`src/rtl/game_pkg.sv`:
```
// Shared constants and FSM state encoding for the sprite motion control block.
// Latency: n/a (declarations only).
// Backpressure: n/a.
package game_pkg;

    localparam int SCREEN_WIDTH    = 640;
    localparam int SCREEN_HEIGHT   = 480;
    localparam int X_WIDTH         = 10;
    localparam int Y_WIDTH         = 10;
    // Wide enough for the largest legal update period (255 frames).
    localparam int FRAME_CNT_WIDTH = 8;

    typedef enum logic [1:0] {
        ST_IDLE = 2'd0,
        ST_MOVE = 2'd1,
        ST_HALT = 2'd2
    } state_t;

endpackage

```
`src/rtl/game_sprite_control_if.sv`:
```
// Bundles the sprite control strobes, load values and registered position outputs.
// Latency: n/a (wiring only).
// Backpressure: none; every strobe is accepted in the cycle it is presented.
interface game_sprite_control_if #(
    parameter int X_WIDTH  = game_pkg::X_WIDTH,
    parameter int Y_WIDTH  = game_pkg::Y_WIDTH,
    parameter int DX_WIDTH = 4,
    parameter int DY_WIDTH = 4
);

    logic                frame_start;
    logic                sprite_write_xy;
    logic [X_WIDTH-1:0]  sprite_write_x;
    logic [Y_WIDTH-1:0]  sprite_write_y;
    logic                sprite_write_dxdy;
    logic [DX_WIDTH-1:0] sprite_write_dx;
    logic [DY_WIDTH-1:0] sprite_write_dy;
    logic                sprite_enable_update;
    logic                sprite_out_of_screen;
    logic [X_WIDTH-1:0]  sprite_x;
    logic [Y_WIDTH-1:0]  sprite_y;
    logic                sprite_halted;

    // Driver side: game logic / display stage feeding the controller.
    modport master (
        output frame_start, sprite_write_xy, sprite_write_x, sprite_write_y,
               sprite_write_dxdy, sprite_write_dx, sprite_write_dy,
               sprite_enable_update, sprite_out_of_screen,
        input  sprite_x, sprite_y, sprite_halted
    );

    // Controller side.
    modport slave (
        input  frame_start, sprite_write_xy, sprite_write_x, sprite_write_y,
               sprite_write_dxdy, sprite_write_dx, sprite_write_dy,
               sprite_enable_update, sprite_out_of_screen,
        output sprite_x, sprite_y, sprite_halted
    );

endinterface

```
`src/rtl/game_strobe_divider.sv`:
```
// Counts strobe pulses and emits a combinational tick on every PERIOD-th pulse.
// Latency: tick is same-cycle with the qualifying strobe; count updates on the next edge.
// Backpressure: none; clear holds the count at zero and masks the tick.
module game_strobe_divider
    import game_pkg::*;
#(
    parameter int PERIOD = 2
) (
    input  logic clk,
    input  logic reset_n,
    input  logic clear,
    input  logic strobe,
    output logic tick
);

    localparam logic [FRAME_CNT_WIDTH-1:0] LAST = FRAME_CNT_WIDTH'(PERIOD - 1);

    logic [FRAME_CNT_WIDTH-1:0] cnt;

    assign tick = strobe && !clear && (cnt == LAST);

    // Frame counter: held at zero while cleared, wraps to zero on each tick.
    always_ff @(posedge clk) begin
        if (!reset_n) begin
            cnt <= '0;
        end else if (clear) begin
            cnt <= '0;
        end else if (strobe) begin
            cnt <= (cnt == LAST) ? '0 : cnt + FRAME_CNT_WIDTH'(1);
        end
    end

endmodule

```
`src/rtl/game_sprite_control.sv`:
```
// Moves a sprite by a signed velocity once every UPDATE_PERIOD frames, halting when it leaves the screen.
// Latency: every effect is visible one clock after the causing input edge.
// Backpressure: none; position/velocity loads are always accepted and a load beats a coincident update.
module game_sprite_control #(
    parameter int X_WIDTH       = game_pkg::X_WIDTH,
    parameter int Y_WIDTH       = game_pkg::Y_WIDTH,
    parameter int DX_WIDTH      = 4,
    parameter int DY_WIDTH      = 4,
    parameter int UPDATE_PERIOD = 2
) (
    input  logic                  clk,
    input  logic                  reset_n,
    game_sprite_control_if.slave  bus
);

    game_pkg::state_t state_q;
    game_pkg::state_t state_d;

    logic                       tick;
    logic                       halted_q;
    logic                       apply_move;
    logic [X_WIDTH-1:0]         x_q;
    logic [X_WIDTH-1:0]         x_d;
    logic [Y_WIDTH-1:0]         y_q;
    logic [Y_WIDTH-1:0]         y_d;
    logic signed [DX_WIDTH-1:0] dx_q;
    logic signed [DY_WIDTH-1:0] dy_q;

    // Frame pulses outside MOVE are dropped: the divider is cleared there.
    game_strobe_divider #(
        .PERIOD (UPDATE_PERIOD)
    ) u_divider (
        .clk     (clk),
        .reset_n (reset_n),
        .clear   (state_q != game_pkg::ST_MOVE),
        .strobe  (bus.frame_start),
        .tick    (tick)
    );

    // State register; halted flag is registered alongside so it tracks the state exactly.
    always_ff @(posedge clk) begin
        if (!reset_n) begin
            state_q  <= game_pkg::ST_IDLE;
            halted_q <= 1'b0;
        end else begin
            state_q  <= state_d;
            halted_q <= (state_d == game_pkg::ST_HALT);
        end
    end

    // Next state: disable and position loads outrank the off-screen halt on a tick.
    always_comb begin
        state_d = state_q;
        unique case (state_q)
            game_pkg::ST_IDLE: begin
                if (bus.sprite_enable_update && !bus.sprite_write_xy) begin
                    state_d = game_pkg::ST_MOVE;
                end
            end
            game_pkg::ST_MOVE: begin
                if (!bus.sprite_enable_update) begin
                    state_d = game_pkg::ST_IDLE;
                end else if (tick && bus.sprite_out_of_screen && !bus.sprite_write_xy) begin
                    state_d = game_pkg::ST_HALT;
                end
            end
            game_pkg::ST_HALT: begin
                if (bus.sprite_write_xy) begin
                    state_d = game_pkg::ST_IDLE;
                end
            end
            default: state_d = game_pkg::ST_IDLE;
        endcase
    end

    // Next position: a load always wins; otherwise step by the current velocity on a clean tick.
    always_comb begin
        apply_move = (state_q == game_pkg::ST_MOVE) && tick && bus.sprite_enable_update &&
                     !bus.sprite_write_xy && !bus.sprite_out_of_screen;
        x_d = x_q;
        y_d = y_q;
        if (bus.sprite_write_xy) begin
            x_d = bus.sprite_write_x;
            y_d = bus.sprite_write_y;
        end else if (apply_move) begin
            // Signed casts sign-extend the velocity; the sum wraps at the coordinate width.
            x_d = x_q + X_WIDTH'(dx_q);
            y_d = y_q + Y_WIDTH'(dy_q);
        end
    end

    // Position and velocity registers; a velocity load lands after the old value was used.
    always_ff @(posedge clk) begin
        if (!reset_n) begin
            x_q  <= '0;
            y_q  <= '0;
            dx_q <= '0;
            dy_q <= '0;
        end else begin
            x_q <= x_d;
            y_q <= y_d;
            if (bus.sprite_write_dxdy) begin
                dx_q <= bus.sprite_write_dx;
                dy_q <= bus.sprite_write_dy;
            end
        end
    end

    assign bus.sprite_x      = x_q;
    assign bus.sprite_y      = y_q;
    assign bus.sprite_halted = halted_q;

endmodule
```
`src/flat_wrapper.sv`:
```
// flat-port wrapper written by rule: the top's interface ports become plain ports
module game_sprite_control_flat 
#(
    parameter int X_WIDTH       = game_pkg::X_WIDTH,
    parameter int Y_WIDTH       = game_pkg::Y_WIDTH,
    parameter int DX_WIDTH      = 4,
    parameter int DY_WIDTH      = 4,
    parameter int UPDATE_PERIOD = 2
)
  (clk, reset_n, bus_frame_start, bus_sprite_write_xy, bus_sprite_write_x, bus_sprite_write_y, bus_sprite_write_dxdy, bus_sprite_write_dx, bus_sprite_write_dy, bus_sprite_enable_update, bus_sprite_out_of_screen, bus_sprite_x, bus_sprite_y, bus_sprite_halted);
  game_sprite_control_if #(.X_WIDTH(X_WIDTH), .Y_WIDTH(Y_WIDTH), .DX_WIDTH(DX_WIDTH), .DY_WIDTH(DY_WIDTH)) bus_i ();
  input  logic clk;
  input  logic reset_n;
  input wire logic [$bits(bus_i.frame_start)-1:0] bus_frame_start;
  input wire logic [$bits(bus_i.sprite_write_xy)-1:0] bus_sprite_write_xy;
  input wire logic [$bits(bus_i.sprite_write_x)-1:0] bus_sprite_write_x;
  input wire logic [$bits(bus_i.sprite_write_y)-1:0] bus_sprite_write_y;
  input wire logic [$bits(bus_i.sprite_write_dxdy)-1:0] bus_sprite_write_dxdy;
  input wire logic [$bits(bus_i.sprite_write_dx)-1:0] bus_sprite_write_dx;
  input wire logic [$bits(bus_i.sprite_write_dy)-1:0] bus_sprite_write_dy;
  input wire logic [$bits(bus_i.sprite_enable_update)-1:0] bus_sprite_enable_update;
  input wire logic [$bits(bus_i.sprite_out_of_screen)-1:0] bus_sprite_out_of_screen;
  output wire logic [$bits(bus_i.sprite_x)-1:0] bus_sprite_x;
  output wire logic [$bits(bus_i.sprite_y)-1:0] bus_sprite_y;
  output wire logic [$bits(bus_i.sprite_halted)-1:0] bus_sprite_halted;
  assign bus_i.frame_start = bus_frame_start;
  assign bus_i.sprite_write_xy = bus_sprite_write_xy;
  assign bus_i.sprite_write_x = bus_sprite_write_x;
  assign bus_i.sprite_write_y = bus_sprite_write_y;
  assign bus_i.sprite_write_dxdy = bus_sprite_write_dxdy;
  assign bus_i.sprite_write_dx = bus_sprite_write_dx;
  assign bus_i.sprite_write_dy = bus_sprite_write_dy;
  assign bus_i.sprite_enable_update = bus_sprite_enable_update;
  assign bus_i.sprite_out_of_screen = bus_sprite_out_of_screen;
  assign bus_sprite_x = bus_i.sprite_x;
  assign bus_sprite_y = bus_i.sprite_y;
  assign bus_sprite_halted = bus_i.sprite_halted;
  game_sprite_control #(.X_WIDTH(X_WIDTH), .Y_WIDTH(Y_WIDTH), .DX_WIDTH(DX_WIDTH), .DY_WIDTH(DY_WIDTH), .UPDATE_PERIOD(UPDATE_PERIOD)) u_core (.clk(clk), .reset_n(reset_n), .bus(bus_i));
endmodule
```
`config.mk`:
```
export PLATFORM = sky130hd
export DESIGN_NAME = game_sprite_control_flat
export DESIGN_NICKNAME = d
export VERILOG_FILES = /design/src/rtl/game_pkg.sv /design/src/rtl/game_sprite_control_if.sv /design/src/rtl/game_strobe_divider.sv /design/src/rtl/game_sprite_control.sv /design/src/flat_wrapper.sv
export SDC_FILE = /design/constraint.sdc
export NUM_CORES = 1
export LEC_CHECK = 0
export CAP_MARGIN = 40
export CORE_MARGIN = 2
export CORE_UTILIZATION = 44
export CTS_CLUSTER_DIAMETER = 60
export DETAILED_ROUTE_END_ITERATION = 8
export PLACE_DENSITY = 0.83
export SLEW_MARGIN = 40
export SYNTH_ARGS = -nofsm -noshare
export SYNTH_HDL_FRONTEND = slang
export SYNTH_HIERARCHICAL = 1
export SYNTH_SLANG_ARGS = --single-unit
```
`constraint.sdc`:
```
create_clock -name clk -period 5 [get_ports clk]
set_input_delay 0.75 -clock clk [delete_from_list [all_inputs] [get_ports clk]]
set_output_delay 0.75 -clock clk [all_outputs]
set_load 0.01 [all_outputs]
```
==> results.toml, run 1 <==
[run]
maxCapViolCount = 0

[global_route]
grt_max_degree = 26
grt_pass1_vias = 2219
grt_usage_pct = 20.5
grt_pass1_wl_um = 10400
antenna_found_initial = 0
gr-total-overflow = 0

[cells_and_area]
nets = 399
drive_above_1_share_pct = 9.33
final_cells = 415
fin_area_um2 = 3220
n_fill_cell = 497
diodes = 0
area_growth_pct = 28.0

[sta]
rsz0062_at_grt = "no"
setup_violations = 0
fin_skew_ns = 0.00880
fmax_mhz = 340
hold_slack_ns = 0.509
final.setup.tns_ns = 0
tightest_slew_ns = 0.629
timing.final.crit_share_pct = 58.8
hold_viol_final = 0
slew_violations = 0
period_minus_slack_ns = 2.94
relSlewSlack_pct = 58.0

[placed_design]
port-buffer-count = 55
dp.cells = 407
place_hpwl_um = 4510
gp_congestion = 0.814
place_area_um2 = 3090

[logic_synthesis]
synthArstFlopShare_pct = 0
synth_nets = 349
yosys-top-cells-count = "dfxtp_1, nand2_1, nor2_1, ha_1, a21oi_1"
ys_seq_area_share_pct = 31.1
synthFlopType = "dfxtp_1"
synth_edf_count = 0
synth_area_um2 = 2510
synth_most_common_cell = "dfxtp_1"
synthCells = 292
ys_types = 54
ys_ff_latch = 39
synthTopCellsByArea = "dfxtp_1, ha_1, nand2_1"
yosysWarnings = 6
syn_avg_cell_area_um2 = 8.60
synth_largest_area_cell = "dfxtp_1"
synth_top_area_share_pct = 31.1

[floorplan]
die-height_um = 79.6
io_pins = 56
core-area_um2 = 5510
die_w_um = 79.6
row_count = 27
initial_core_util_pct = 45.6
dieArea_um2 = 6330

[cts]
cts_buffers = 5
htreeDepth = 2
cts.sinks = 39
clk_path_buf_depth = 2
cts_hold_buf = 0
cts_setup_buffers = 0
path_clk_slew_ns = 0.08
worstSkewPairLatency_ns = 0.29
cts_root_buf = "clkbuf_8"
cts_tree = "built"
cts.repair.resized = 0

[pwr]
leakage_nw = 1.30
totalPowerFinal_uw = 810
powerDensity_nw_per_um2 = 252
ir_worst_vdd_uv = 190

[drt]
wl_per_cell_um = 15.1
ant_nets = 0
avgViaCountPerCell = 5.62
vias = 2333
drc = 0
drt-total-wl_um = 6260
drt_iter0_markers = 140
drt_pass1_iterations = 4

[critical_path]
crit_family = "simple AND/OR/NAND/NOR gates"
critical-path-max-stage-delay_ns = 0.63
cp.arrival_ns = 3.18
crit_chain = "clkdlybuf4s50_1 > nor4b_1 > nand2_1 > nor2_1 > and2_4 > o21ai_0 > o21ai_1 > o311a_1"
crit_slowest_cell = "clkdlybuf4s50_1"
criticalPathCategory = "primary input to flip-flop"
start_kind = "primary input"
required_ns = 5.24
end_kind = "flip-flop"
worstPathMaxFanout = 15
path_buf_inv = 1

[hold_path]
hold_class = "flip-flop to flip-flop"

[outcome]
status = "finished, final reports clean"
==> report_power, final <==
part | internal, mW | switching [mW] | total (mW)
registers | 0.325 | 0.0162 | 0.341
logic | 0.0817 | 0.0733 | 0.155
clock network | 0.200 | 0.114 | 0.313
==> logic make-up (layout without fill, tap and decap cells) <==
logic type / after synthesis / in the layout / share of synthesized area [%]
muxes: 9 / 9 / 3.59
buffers and inverters: 19 / 70 / 3.39
xor gates and xnor gates: 15 / 15 / 5.23
adders and majority gates: 22 / 22 / 11.6
AOI/OAI and AO/OA: 83 / 83 / 23.5
and+or+nand+nor: 105 / 105 / 21.7
DFF: 39 / 39 / 31.1
==> area by class of cell <==
cell class / count / area, µm² / area share, %
Timing Repair Buffer: 55 / 541 / 16.8
Multi-Input combinational cell: 234 / 1650 / 51.2
Tap cell: 72 / 90.1 / 2.80
Clock inverter: 2 / 60.1 / 1.87
Inverter: 7 / 26.3 / 0.817
Clock buffer: 6 / 72.6 / 2.26
Sequential cell: 39 / 781 / 24.3
==> metal layers <==
| metal | wire length (µm) | global-route usage (%) | vias to the layer above |
|---|---|---|---|
| met1 | 2890 | 26.4 | 1093 |
| li1 | - | - | 1170 |
| met2 | 3020 | 35.8 | 66 |
| met5 | 0 | 0 | - |
| met3 | 314 | 3.62 | 4 |
| met4 | 33 | 4.31 | 0 |
==> path summary, 6_finish.rpt <==
| kind | startpoint | to | slack [ns] | cells past startpoint |
|---|---|---|---|---|
| worst max-delay path | bus_frame_start | u_core/bus.sprite_y[6] | 2.06 | 8 |
| worst min-delay path | u_core/u_divider/cnt[7] | u_core/u_divider/cnt[7] | 0.51 | 2 |
| worst max register to register | u_core/u_divider/cnt[0] | u_core/bus.sprite_y[6] | 2.59 | 8 |
| worst min register to register | u_core/u_divider/cnt[7] | u_core/u_divider/cnt[7] | 0.51 | 2 |
==> registers in the layout, indices dropped and copies added, names as in the netlist <==
name / flops
u_core/bus.sprite_x: 10
u_core/state_q: 2
u_core/u_divider/cnt: 8
u_core/bus.sprite_halted: 1
u_core/dy_q: 4
u_core/bus.sprite_y: 10
u_core/dx_q: 4
==> metrics by stage <==
stage	util, %	setup WS (ns)
after floorplan	-	2.66
after global placement	56.2	1.92
after detailed placement	56.2	1.81
after CTS	58.6	2.08
after global routing	58.4	1.83
final	58.4	2.06
==> worst register-to-register path, delay by kind of cell (launching register included) <==
kind / cells / cell delay (ns)
AND/OR/NAND/NOR: 4 / 1.32
flip-flops: 1 / 0.43
adder cells (fa/ha/maj): 1 / 0.18
AO/OA/AOI/OAI: 3 / 0.43
==> placed cells by master (no fill, tap or decap), drive strengths merged, types with 2 or more instances in the layout <==
cell type	count
o21ai	25
nand2	33
a21oi	21
o211ai	2
xor2	8
clkdlybuf4s50	53
a311oi	4
or3	5
o31ai	3
nor2b	2
nor2	27
or2	2
a41oi	5
bufinv	2
nand4	6
o22ai	2
buf	2
dfxtp	39
inv	7
and3	5
a211oi	6
and2	5
clkbuf	6
mux2i	9
xnor2	7
nor4b	2
nor3	4
nand3	7
a21o	7
fa	2
ha	20
Note: power is estimated with default switching activity, not from simulation.
==> inputs of run 2 (changes only) <==
PLACE_DENSITY = 0.86   (was 0.83)
clock period = 2.5 ns   (was 5 ns; I/O delays follow)
==> run 2 against run 1 <==
Register-to-register slack lost 2.1 ns. Critical path type unchanged. Cell area decreased by 0.16%. Global-route usage is 0.20 points higher.
==> results.toml, run 2 (synthesized netlist as in run 1, its figures left out) <==
[outcome]
status = "finished, final reports clean"

[cts]
cts_hold_buf = 0
cts_buffers = 5
worstSkewPairLatency_ns = 0.29
cts_tree = "built"
cts_root_buf = "clkbuf_8"
clk_path_buf_depth = 2
htreeDepth = 2
path_clk_slew_ns = 0.07
cts.repair.resized = 0
cts.sinks = 39
cts_setup_buffers = 0

[cells_and_area]
layout_commonest_cell = "clkdlybuf4s50_1"
drive_above_1_share_pct = 9.80
diodes = 0
area_growth_pct = 27.8
nets = 405
n_fill_cell = 497
final_cell_mix = "clkdlybuf4s50_1, dfxtp_1, nand2_1, nor2_1, ha_1"

[critical_path]
start_kind = "primary input"
criticalPathCategory = "primary input to flip-flop"
cp-startpoint = "bus_frame_start"
rr_worst_depth = 9
worstPathMaxFanout = 15
cp.arrival_ns = 2.28
end_kind = "flip-flop"
required_ns = 2.74
r2r_start = "u_core/u_divider/cnt[0]"

[global_route]
grt_max_degree = 26
grt_pass1_wl_um = 10500
grt_pass1_vias = 2376
antenna_found_initial = 0
grt_usage_pct = 20.7
gr-total-overflow = 0

[drt]
wl_met2_um = 3000
routed.top_layer = "met4"
vias = 2378
ant_nets = 0
drt_pass1_iterations = 4
drc = 0
avgViaCountPerCell = 5.68
wl_per_cell_um = 14.7
drt-total-wl_um = 6170
routed-wl-met3_um = 330
m1WireLength_um = 2730
drt_iter0_markers = 131

[sta]
final.setup.tns_ns = 0
hold_viol_final = 0
period_minus_slack_ns = 2.04
tightest_slew_ns = 0.581
fmax_mhz = 489
setup_violations = 0
slew_violations = 0
rsz0062_at_grt = "no"
timing.final.crit_share_pct = 81.8
fin_skew_ns = 0.00306
relSlewSlack_pct = 61.2

[placed_design]
gp_congestion = 0.817
port-buffer-count = 55
place_hpwl_um = 4640

[floorplan]
dieArea_um2 = 6330
core-area_um2 = 5510
io_pins = 56
die-height_um = 79.6
initial_core_util_pct = 45.6
die_w_um = 79.6
row_count = 27

[hold_path]
hold_depth = 2
hold_class = "flip-flop to flip-flop"
hp-start = "u_core/u_divider/cnt[7]"

[pwr]
leakage_nw = 1.30
totalPowerFinal_mw = 1.39
ir_worst_vdd_uv = 317
powerDensity_nw_per_um2 = 434

[run]
maxCapViolCount = 0
## run 2: cell count changes in the layout (fill, tap and decap cells not counted), sizes merged
cell           change
bufinv             -2
clkdlybuf4s50      +2
buf                +4
## run 2: worst max-delay path, stage by stage
cell and delay [ns]:
clkdlybuf4s50_1 0.48, nor4b_1 0.38, nand2_1 0.10, nor2_1 0.10, buf_4 0.17, and2_4 0.28, o21ai_0 0.12, o21ai_1 0.12
o311a_1 0.16
## run 2: per-layer routing
| metal | global-route usage [%] | vias up |
|---|---|---|
| met3 | 4.52 | 11 |
| met1 | 24.8 | 1107 |
| met5 | 0 | - |
| met2 | 36.4 | 75 |
| met4 | 7.24 | 0 |
| li1 | - | 1185 |
## run 2: cell type report
cell class                      instances  area (µm²)  area share, %
Multi-Input combinational cell        234        1650           51.3
Clock buffer                            6        72.6           2.26
Tap cell                               72        90.1           2.80
Sequential cell                        39         781           24.3
Inverter                                7        26.3          0.818
Timing Repair Buffer                   61         596           18.5
## run 2: per-stage QoR
step / hold WS (ns) / instances / utilization, % / instance area (µm²) / worst slack, ns
final: 0.497 / 419 / 58.3 / 3210 / 0.456
after global routing: 0.532 / 419 / 58.3 / 3210 / 0.238
after CTS: 0.498 / 419 / 58.3 / 3210 / 0.457
after floorplan: 0.465 / 292 / - / 2510 / 0.534
after detailed placement: 0.489 / 413 / 57.0 / 3140 / 0.163
after global placement: 0.480 / 413 / 57.0 / 3140 / 0.245
## run 2: path summary, 6_finish.rpt
path,endpoint,slack (ns)
worst max-delay path,u_core/bus.sprite_y[6],0.46
worst max register to register,u_core/bus.sprite_y[6],0.51
worst min register to register,u_core/u_divider/cnt[7],0.50
worst min-delay path,u_core/u_divider/cnt[7],0.50
## run 2: power by group
part	switching (mW)	internal, mW	total (mW)
clock network	0.207	0.186	0.393
logic	0.147	0.170	0.318
registers	0.0325	0.651	0.683
total	0.386	1.01	1.39
==> inputs of run 3 (changes only) <==
clock period = 1.84 ns   (was 2.5 ns; I/O delays follow)
==> run 3 against run 2 <==
Setup slack worse by 0.42 ns. Wire length is 14% higher. Non-clock buffer count is 30 higher. Critical endpoint unchanged.
==> results.toml, run 3 (synthesized netlist as in run 1, its figures left out) <==
[placed_design]
gp_congestion = 0.867
place_ws_ns = -0.322
place_hpwl_um = 5030
dp.cells = 443
port-buffer-count = 55

[critical_path]
start_kind = "flip-flop"
crit_chain = "ha_2 > fa_2 > a21oi_4 > nor2_2 > o21ai_1 > mux2i_1 > o311a_1"
path_buf_inv = 0
rr_worst_depth = 7
end_kind = "flip-flop"
cp_num_cells = 7
cp.arrival_ns = 2.00
crit_family = "adder cells"
criticalPathCategory = "flip-flop to flip-flop"
critical-path-max-stage-delay_ns = 0.40
worstPathMaxFanout = 2
required_ns = 2.04
crit_slowest_cell = "fa_2"

[cells_and_area]
area_growth_pct = 44.4
final_cells = 452
n_fill_cell = 443
layout_commonest_cell = "clkdlybuf4s50_1"
nets = 436
final_cell_mix = "clkdlybuf4s50_1, buf_4, dfxtp_1, nand2_1, nor2_1"
drive_above_1_share_pct = 25.5
diodes = 0

[drt]
drt_pass1_iterations = 4
ant_nets = 0
wl_per_cell_um = 15.6
drt_iter0_markers = 95
drt-total-wl_um = 7060
vias = 2622
drc = 0
avgViaCountPerCell = 5.80

[cts]
path_clk_slew_ns = 0.08
cts.sinks = 39
clk_path_buf_depth = 2
cts_tree = "built"
htreeDepth = 2
worstSkewPairLatency_ns = 0.30
cts_buffers = 5
cts_root_buf = "clkbuf_8"

[sta]
setup_violations = 0
relSlewSlack_pct = 61.0
fin_skew_ns = 0.00860
setup_ws_ns = 0.0372
timing.final.crit_share_pct = 98.0
tightest_slew_ns = 0.584
rsz0062_at_grt = "yes"
final.setup.tns_ns = 0
slew_violations = 0
period_minus_slack_ns = 1.80
hold_viol_final = 0
fmax_mhz = 555

[global_route]
antenna_found_initial = 0
grt_max_degree = 16
met3_usage_pct = 5.20
gr-total-overflow = 0
grt_pass1_vias = 2421
grt_pass1_wl_um = 10900
use_met2_pct = 36.9
top_usage_layer = "met2"
grt_util_met1_pct = 26.6
grt_usage_pct = 21.6

[floorplan]
die-height_um = 79.6
io_pins = 56
dieArea_um2 = 6330
die_w_um = 79.6
core-area_um2 = 5510
initial_core_util_pct = 45.6
row_count = 27

[outcome]
status = "finished, final reports clean"

[pwr]
ir_worst_vdd_uv = 776
leakage_nw = 1.49
totalPowerFinal_mw = 2.19
powerDensity_nw_per_um2 = 603

[run]
maxCapViolCount = 0

[hold_path]
hold_class = "primary input to flip-flop"
hold_depth = 3
-- run 3: metal layers --
| layer | up-vias | part of all wire (%) |
|---|---|---|
| met5 | - | 0 |
| met1 | 1258 | 43 |
| li1 | 1252 | - |
| met2 | 95 | 49 |
| met3 | 17 | 6.2 |
| met4 | 0 | 2.1 |
-- run 3: worst paths after layout --
kind / slack, ns / from / to
max: 0.04 / u_core/bus.sprite_y[0] / u_core/bus.sprite_y[6]
min reg2reg: 0.52 / u_core/u_divider/cnt[7] / u_core/u_divider/cnt[7]
max reg2reg: 0.04 / u_core/bus.sprite_y[0] / u_core/bus.sprite_y[6]
min: 0.35 / bus_frame_start / u_core/u_divider/cnt[1]
-- run 3: report_power, final --
group          switching, mW  internal [mW]  total (mW)
Sequential            0.0406          0.886       0.926
Combinational          0.226          0.269       0.494
Clock                  0.329          0.439       0.768
Total                  0.595           1.59        2.19
-- run 3: area by class of cell --
cell class | instances | area, µm² | area share (%)
multi-input cells | 235 | 1780 | 49.0
well taps | 72 | 90.1 | 2.48
flip-flops and latches | 39 | 793 | 21.9
clock buffers | 6 | 82.6 | 2.28
clock inverters | 2 | 35.0 | 0.966
inverters | 7 | 26.3 | 0.724
repair buffers | 91 | 823 | 22.7
-- run 3: metrics by stage --
step | util, % | hold WS, ns | instance area [µm²]
after global routing | 65.9 | 0.375 | 3630
final | 65.9 | 0.349 | 3630
after global placement | 61.1 | 0.483 | 3360
after CTS | 63.6 | 0.525 | 3500
after floorplan | - | 0.414 | 2510
after detailed placement | 61.1 | 0.502 | 3360
-- run 3: worst register-to-register path: cells and delay by family, from the launching register on --
family	cells	cell delay, ns
flops	1	0.33
compound gates	3	0.60
fa+ha+maj	2	0.60
mux	1	0.11
simple gates	1	0.06
-- run 3: timing repair --
action / 4_1_cts / 5_1_grt
pin swaps: 1 / 19
buffers inserted: 0 / 0
cloned: 0 / 1
gates resized for setup: 6 / 34
hold buffers: 0 / 0
setup endpoints to repair: 11 / 21
